--- src/rtl/saxi_write_resp_merger_3to1.sv ---
// Merges three per-SLR AXI4-Lite B channels into one; the merged BRESP is the most severe.
// Optional SAXI_BMERGE_ERR_COUNT_EN adds a saturating count of merged SLVERR/DECERR responses.
module saxi_write_resp_merger_3to1 #(
    parameter int FIFO_DEPTH      = 4,
    parameter int FIFO_ADDR_WIDTH = 2
) (
    input  logic       ap_clk,
    input  logic       ap_rst,
    input  logic       s_axi_control_BVALID_slr_0,
    output logic       s_axi_control_BREADY_slr_0,
    input  logic [1:0] s_axi_control_BRESP_slr_0,
    input  logic       s_axi_control_BVALID_slr_1,
    output logic       s_axi_control_BREADY_slr_1,
    input  logic [1:0] s_axi_control_BRESP_slr_1,
    input  logic       s_axi_control_BVALID_slr_2,
    output logic       s_axi_control_BREADY_slr_2,
    input  logic [1:0] s_axi_control_BRESP_slr_2,
    output logic       s_axi_control_BVALID,
    input  logic       s_axi_control_BREADY,
    output logic [1:0] s_axi_control_BRESP
`ifdef SAXI_BMERGE_ERR_COUNT_EN
    ,
    output logic [15:0] resp_err_count
`endif
);

    localparam logic [FIFO_ADDR_WIDTH:0] CNT_FULL = (FIFO_ADDR_WIDTH+1)'(FIFO_DEPTH);

    logic [2:0]                 in_valid;
    logic [2:0]                 in_ready;
    logic [2:0]                 push;
    logic [1:0]                 in_resp [3];
    logic [1:0]                 head    [3];
    logic [1:0]                 mem     [3][FIFO_DEPTH];
    logic [FIFO_ADDR_WIDTH-1:0] wptr    [3];
    logic [FIFO_ADDR_WIDTH-1:0] rptr    [3];
    logic [FIFO_ADDR_WIDTH:0]   cnt     [3];
    logic                       all_avail;
    logic                       pop;
    logic [1:0]                 max01;
    logic [1:0]                 merged;

    assign in_valid   = {s_axi_control_BVALID_slr_2, s_axi_control_BVALID_slr_1,
                         s_axi_control_BVALID_slr_0};
    assign in_resp[0] = s_axi_control_BRESP_slr_0;
    assign in_resp[1] = s_axi_control_BRESP_slr_1;
    assign in_resp[2] = s_axi_control_BRESP_slr_2;

    assign s_axi_control_BREADY_slr_0 = in_ready[0];
    assign s_axi_control_BREADY_slr_1 = in_ready[1];
    assign s_axi_control_BREADY_slr_2 = in_ready[2];

    // Ready looks only at occupancy: a full FIFO refuses even when it is popped this cycle.
    always_comb begin
        for (int k = 0; k < 3; k++) begin
            in_ready[k] = (cnt[k] != CNT_FULL);
            push[k]     = in_valid[k] & in_ready[k];
            head[k]     = mem[k][rptr[k]];
        end
    end

    assign all_avail = (cnt[0] != '0) & (cnt[1] != '0) & (cnt[2] != '0);
    assign pop       = all_avail & (~s_axi_control_BVALID | s_axi_control_BREADY);
    assign max01     = (head[0] > head[1]) ? head[0] : head[1];
    assign merged    = (max01 > head[2]) ? max01 : head[2];

    always_ff @(posedge ap_clk) begin
        for (int k = 0; k < 3; k++) begin
            if (push[k]) begin
                mem[k][wptr[k]] <= in_resp[k];
            end
        end
    end

    always_ff @(posedge ap_clk or posedge ap_rst) begin
        if (ap_rst) begin
            for (int k = 0; k < 3; k++) begin
                wptr[k] <= '0;
                rptr[k] <= '0;
                cnt[k]  <= '0;
            end
        end else begin
            for (int k = 0; k < 3; k++) begin
                if (push[k]) begin
                    wptr[k] <= wptr[k] + FIFO_ADDR_WIDTH'(1);
                end
                if (pop) begin
                    rptr[k] <= rptr[k] + FIFO_ADDR_WIDTH'(1);
                end
                case ({push[k], pop})
                    2'b10:   cnt[k] <= cnt[k] + (FIFO_ADDR_WIDTH+1)'(1);
                    2'b01:   cnt[k] <= cnt[k] - (FIFO_ADDR_WIDTH+1)'(1);
                    default: cnt[k] <= cnt[k];
                endcase
            end
        end
    end

    always_ff @(posedge ap_clk or posedge ap_rst) begin
        if (ap_rst) begin
            s_axi_control_BVALID <= 1'b0;
            s_axi_control_BRESP  <= 2'b00;
        end else if (pop) begin
            s_axi_control_BVALID <= 1'b1;
            s_axi_control_BRESP  <= merged;
        end else if (s_axi_control_BREADY) begin
            s_axi_control_BVALID <= 1'b0;
        end
    end

`ifdef SAXI_BMERGE_ERR_COUNT_EN
    logic [15:0] err_cnt;

    always_ff @(posedge ap_clk or posedge ap_rst) begin
        if (ap_rst) begin
            err_cnt <= 16'h0000;
        end else if (pop && merged[1] && (err_cnt != 16'hFFFF)) begin
            err_cnt <= err_cnt + 16'd1;
        end
    end

    assign resp_err_count = err_cnt;
`endif

endmodule
--- config.mk ---
export PLATFORM = sky130hd
export DESIGN_NAME = saxi_write_resp_merger_3to1
export DESIGN_NICKNAME = d
export VERILOG_FILES = /design/src/rtl/saxi_write_resp_merger_3to1.sv
export SDC_FILE = /design/constraint.sdc
export NUM_CORES = 1
export LEC_CHECK = 0
export ABC_AREA = 1
export BUFFER_PORTS_ARGS = -buffer_cell sky130_fd_sc_hd__buf_2
export CAP_MARGIN = 20
export CORE_AREA = 2 2 88 90
export CTS_BUF_LIST = sky130_fd_sc_hd__clkbuf_4 sky130_fd_sc_hd__clkbuf_8 sky130_fd_sc_hd__clkbuf_16
export CTS_CLUSTER_DIAMETER = 80
export CTS_CLUSTER_SIZE = 24
export DETAILED_ROUTE_END_ITERATION = 8
export DIE_AREA = 0 0 90 92
export HOLD_SLACK_MARGIN = 0.1
export PLACE_DENSITY_LB_ADDON = 0.2
export SLEW_MARGIN = 20
export SYNTH_ARGS = -nofsm -noshare
export SYNTH_HDL_FRONTEND = slang
export SYNTH_SLANG_ARGS = --single-unit
--- constraint.sdc ---
create_clock -name ap_clk -period 6.55 [get_ports ap_clk]
set_input_delay 0.655 -clock ap_clk [delete_from_list [all_inputs] [get_ports ap_clk]]
set_output_delay 0.655 -clock ap_clk [all_outputs]
set_load 0.005 [all_outputs]
==> impl_results.md <==
* Clock Skews at 3.05 ps
* CTS Hold Bufs at 0
* Initial antenna violation count at 0
* Status: completed
* First-pass GRT wire length at roughly 7000 um
* Fin crit share at ~40%
* Mapped Cells at around 250
* # IOs at 18
* Sequential share of the synthesized area at between 50 and 60%
* Dominant synthesized flop cell: edfxtp_1
* Die Y-Extent at around 92 um
* Core area at 7450 um2
* CP Launch Type: flip-flop
* Synth top area cells: edfxtp_1 29%, dfrtp_1 24%, ha_1 10%
* Setup TNS at 0 ps
* Final ANT Viol Nets at 0
* Die width at 90 um
* Final WL at 3870 um
* Max Slew Vio Count at 0
* Input/output buffers at 17
* Peak supply drop at between 0.00015 and 0.0002 V
* Root Buffer: clkbuf_8
* CP max stage cell: dfrtp_1
* Sinks on Clock Net at between 40 and 50
* Crit Path Category: reg -> reg
* Final core utilization at between 30% and 40%
* Hold crit path type: in -> async
* Sw Ratio at between 40% and 50%
* # nets final at roughly 310
* Final setup margin at slightly below 4000 ps
* Row count at 32
* Setup violators final at 0
* Vias in the first global route at approximately 1,600
* Cell taking the most area after synthesis: edfxtp_1
* Share of layout cells above drive strength 1 at 17.3%
* Power per cell area at around 500 nW/um2
* Worst stage delay on the critical path at 450 ps
* Pre-antenna DRT Iters at 4
* CP arrival at roughly 2800 ps
* Tmin final at about 2600 ps
* Clk pwr share at 16.0%
* # resized after CTS at 0
* Clock Tree Buf Depth at 2
* CP Cell Sequence: inv_2, nand2_1, a32oi_1, inv_1, ha_1, o21ai_0, nand2_1, inv_1, nand2_1, and2_1, ha_1, inv_1, nor2_1, a21oi_1, nand3_1, nand2_1, nand2_1
* Total grt overflow at 0
* H-tree depth at 2
* Post-Layout Cell Count at 373
* Maximum clock frequency at 380 MHz
* First DRT Iteration DRCs at 63
* Average size of a mapped cell at ~10 um2
* Max cap viols at 0
* Dpl hpwl at around 2900 um
* Dpl cells at roughly 370
* Vias at approximately 1,500
* Share of the synthesized area in the top cell type at ~29%
* Area of the mapped netlist at around 2500 um2
* Vias per cell at 4.09
* Crit Path Max Fanout at 6
* Mapped Nets at 283
* Sequential power share at ~35%
* Register clock-pin slew on the reported worst setup and hold paths at about 90 ps
* CTS tree: yes
* Post-synth ARST share at roughly 50%
* Gr usage total at a little over a tenth
* Skew-Pair Late Insertion Delay at 300 ps
* Hold Vio Cnt, Final at 0
* Int Power at 856 uW
* Slew headroom at between 60% and 70%
* Leak pwr at between 1 and 1.5 nW
* Ys Warns at 0
* Yosys reg bits at 48
* Worst Path Required at 6740 ps
* Comb power frac at between 40% and 50%
* Post-CTS Setup Bufs at 0
* Hold WS at roughly 400 ps
* Placement Setup Slack at 3880 ps
* Top post-synthesis cells by count: 53 x inv_1, 37 x nand2_1, 24 x dfrtp_1, 24 x edfxtp_1, 21 x ha_1
* Area growth syn-to-layout at 13.1%
* Unrepaired setup endpoints after global routing: false
* Switching power at 603 uW
* Initial Util at around a third
* Final GP Congestion at 0.704
* Distinct cell type count after synthesis at 23
* Most used cell, CP: nand2_1
* ANT cells at 0
* TritonCTS buffer count at 5
* EDFF count, synth at 24
* Die area at between 8000 and 9000 um2
* Most numerous cell in the Yosys netlist: inv_1
* Routed len/inst at 10.4 um
* Type of element capturing the critical path: flip-flop
* Largest net degree at the start of global routing at 25
* DRC at 0
* Actual slew at the worst max-slew pin at ~560 ps
==> worst max-delay path, delay by kind of cell (launching register included) <==
kind	cells	cell delay [ps]
compound gates	3	580
fa+ha+maj	2	590
buf+inv	4	300
flops	1	450
simple gates	8	590
==> sequential cells by signal, indices dropped and copies added, names as in the netlist <==
signal and flops:
mem 24, cnt 9, rptr 6, wptr 6, s_axi_control_BRESP 2, s_axi_control_BVALID 1
==> layout make-up <==
| type | count | area, um2 |
|---|---|---|
| fillers | 761 | 4610 |
| clock inverters | 1 | 30.0 |
| inverters | 58 | 218 |
| repair buffers | 17 | 85.1 |
| well taps | 102 | 128 |
| flip-flops and latches | 48 | 1320 |
| multi-input cells | 140 | 956 |
| clock buffers | 7 | 96.3 |
==> per-layer routing <==
metal / vias to the layer above / routed length (um) / share of wire, % / global-route usage [%]
li1: 819 / - / - / -
met1: 688 / 1890 / 49 / 12.7
met2: 14 / 1820 / 47 / 18.2
met3: 4 / 109 / 2.8 / 2.79
met5: - / 0 / 0 / 0
met4: 0 / 48 / 1.2 / 3.85
==> final timing paths <==
kind	start	to	slack, ps	cells past startpoint
max in group asynchronous	ap_rst	cnt[3]	5780	2
setup reg to reg	rptr[4]	s_axi_control_BRESP[0]	3920	17
setup / recovery	rptr[4]	s_axi_control_BRESP[0]	3920	17
hold / removal	ap_rst	wptr[4]	400	2
min in group ap_clk	cnt[6]	cnt[6]	470	1
hold reg to reg	cnt[6]	cnt[6]	470	1
==> placed cells by master, fill, tap and decap left out <==
master     instances
xnor2_1            3
buf_2             17
edfxtp_1          24
ha_1              21
and2_1             1
nor2_1            16
nand3_2            5
nand2_1           37
o21ai_0            7
a32o_1             2
nand4_4            1
nand2_2            6
xor2_1             9
o21ai_1            2
o21ai_2            2
bufinv_16          1
fa_1               3
dfrtp_1           24
nand3_1           12
nor2_2             2
a32oi_1            1
inv_2              6
a21oi_1           10
clkbuf_8           7
inv_1             52
==> per-stage QoR <==
step                      power [mW]  area [um2]
after floorplan                 1.10        2510
after global placement          1.24        2710
final                           1.46        2830
after global routing            1.63        2830
after detailed placement        1.24        2710
after CTS                       1.48        2830
==> cells by family (layout without fill, tap and decap cells) <==
family	count (synthesis)	in the layout	share of synthesized area (%)
flip-flops	48	48	52.7
buffers and inverters	59	83	9.14
AO/OA/AOI/OAI	24	24	5.64
XOR/XNOR	12	12	4.19
adder cells (fa/ha/maj)	24	24	12.9
AND/OR/NAND/NOR	80	80	15.4
==> power by group through the flow <==
stage	Combinational, mW	Sequential (mW)	Clock, mW
after detailed placement	0.733	0.511	0
final	0.722	0.503	0.234
after global routing	0.862	0.518	0.254
after floorplan	0.602	0.497	0
after CTS	0.738	0.504	0.240
after global placement	0.730	0.511	0
Note: power is estimated with default switching activity, not from simulation.
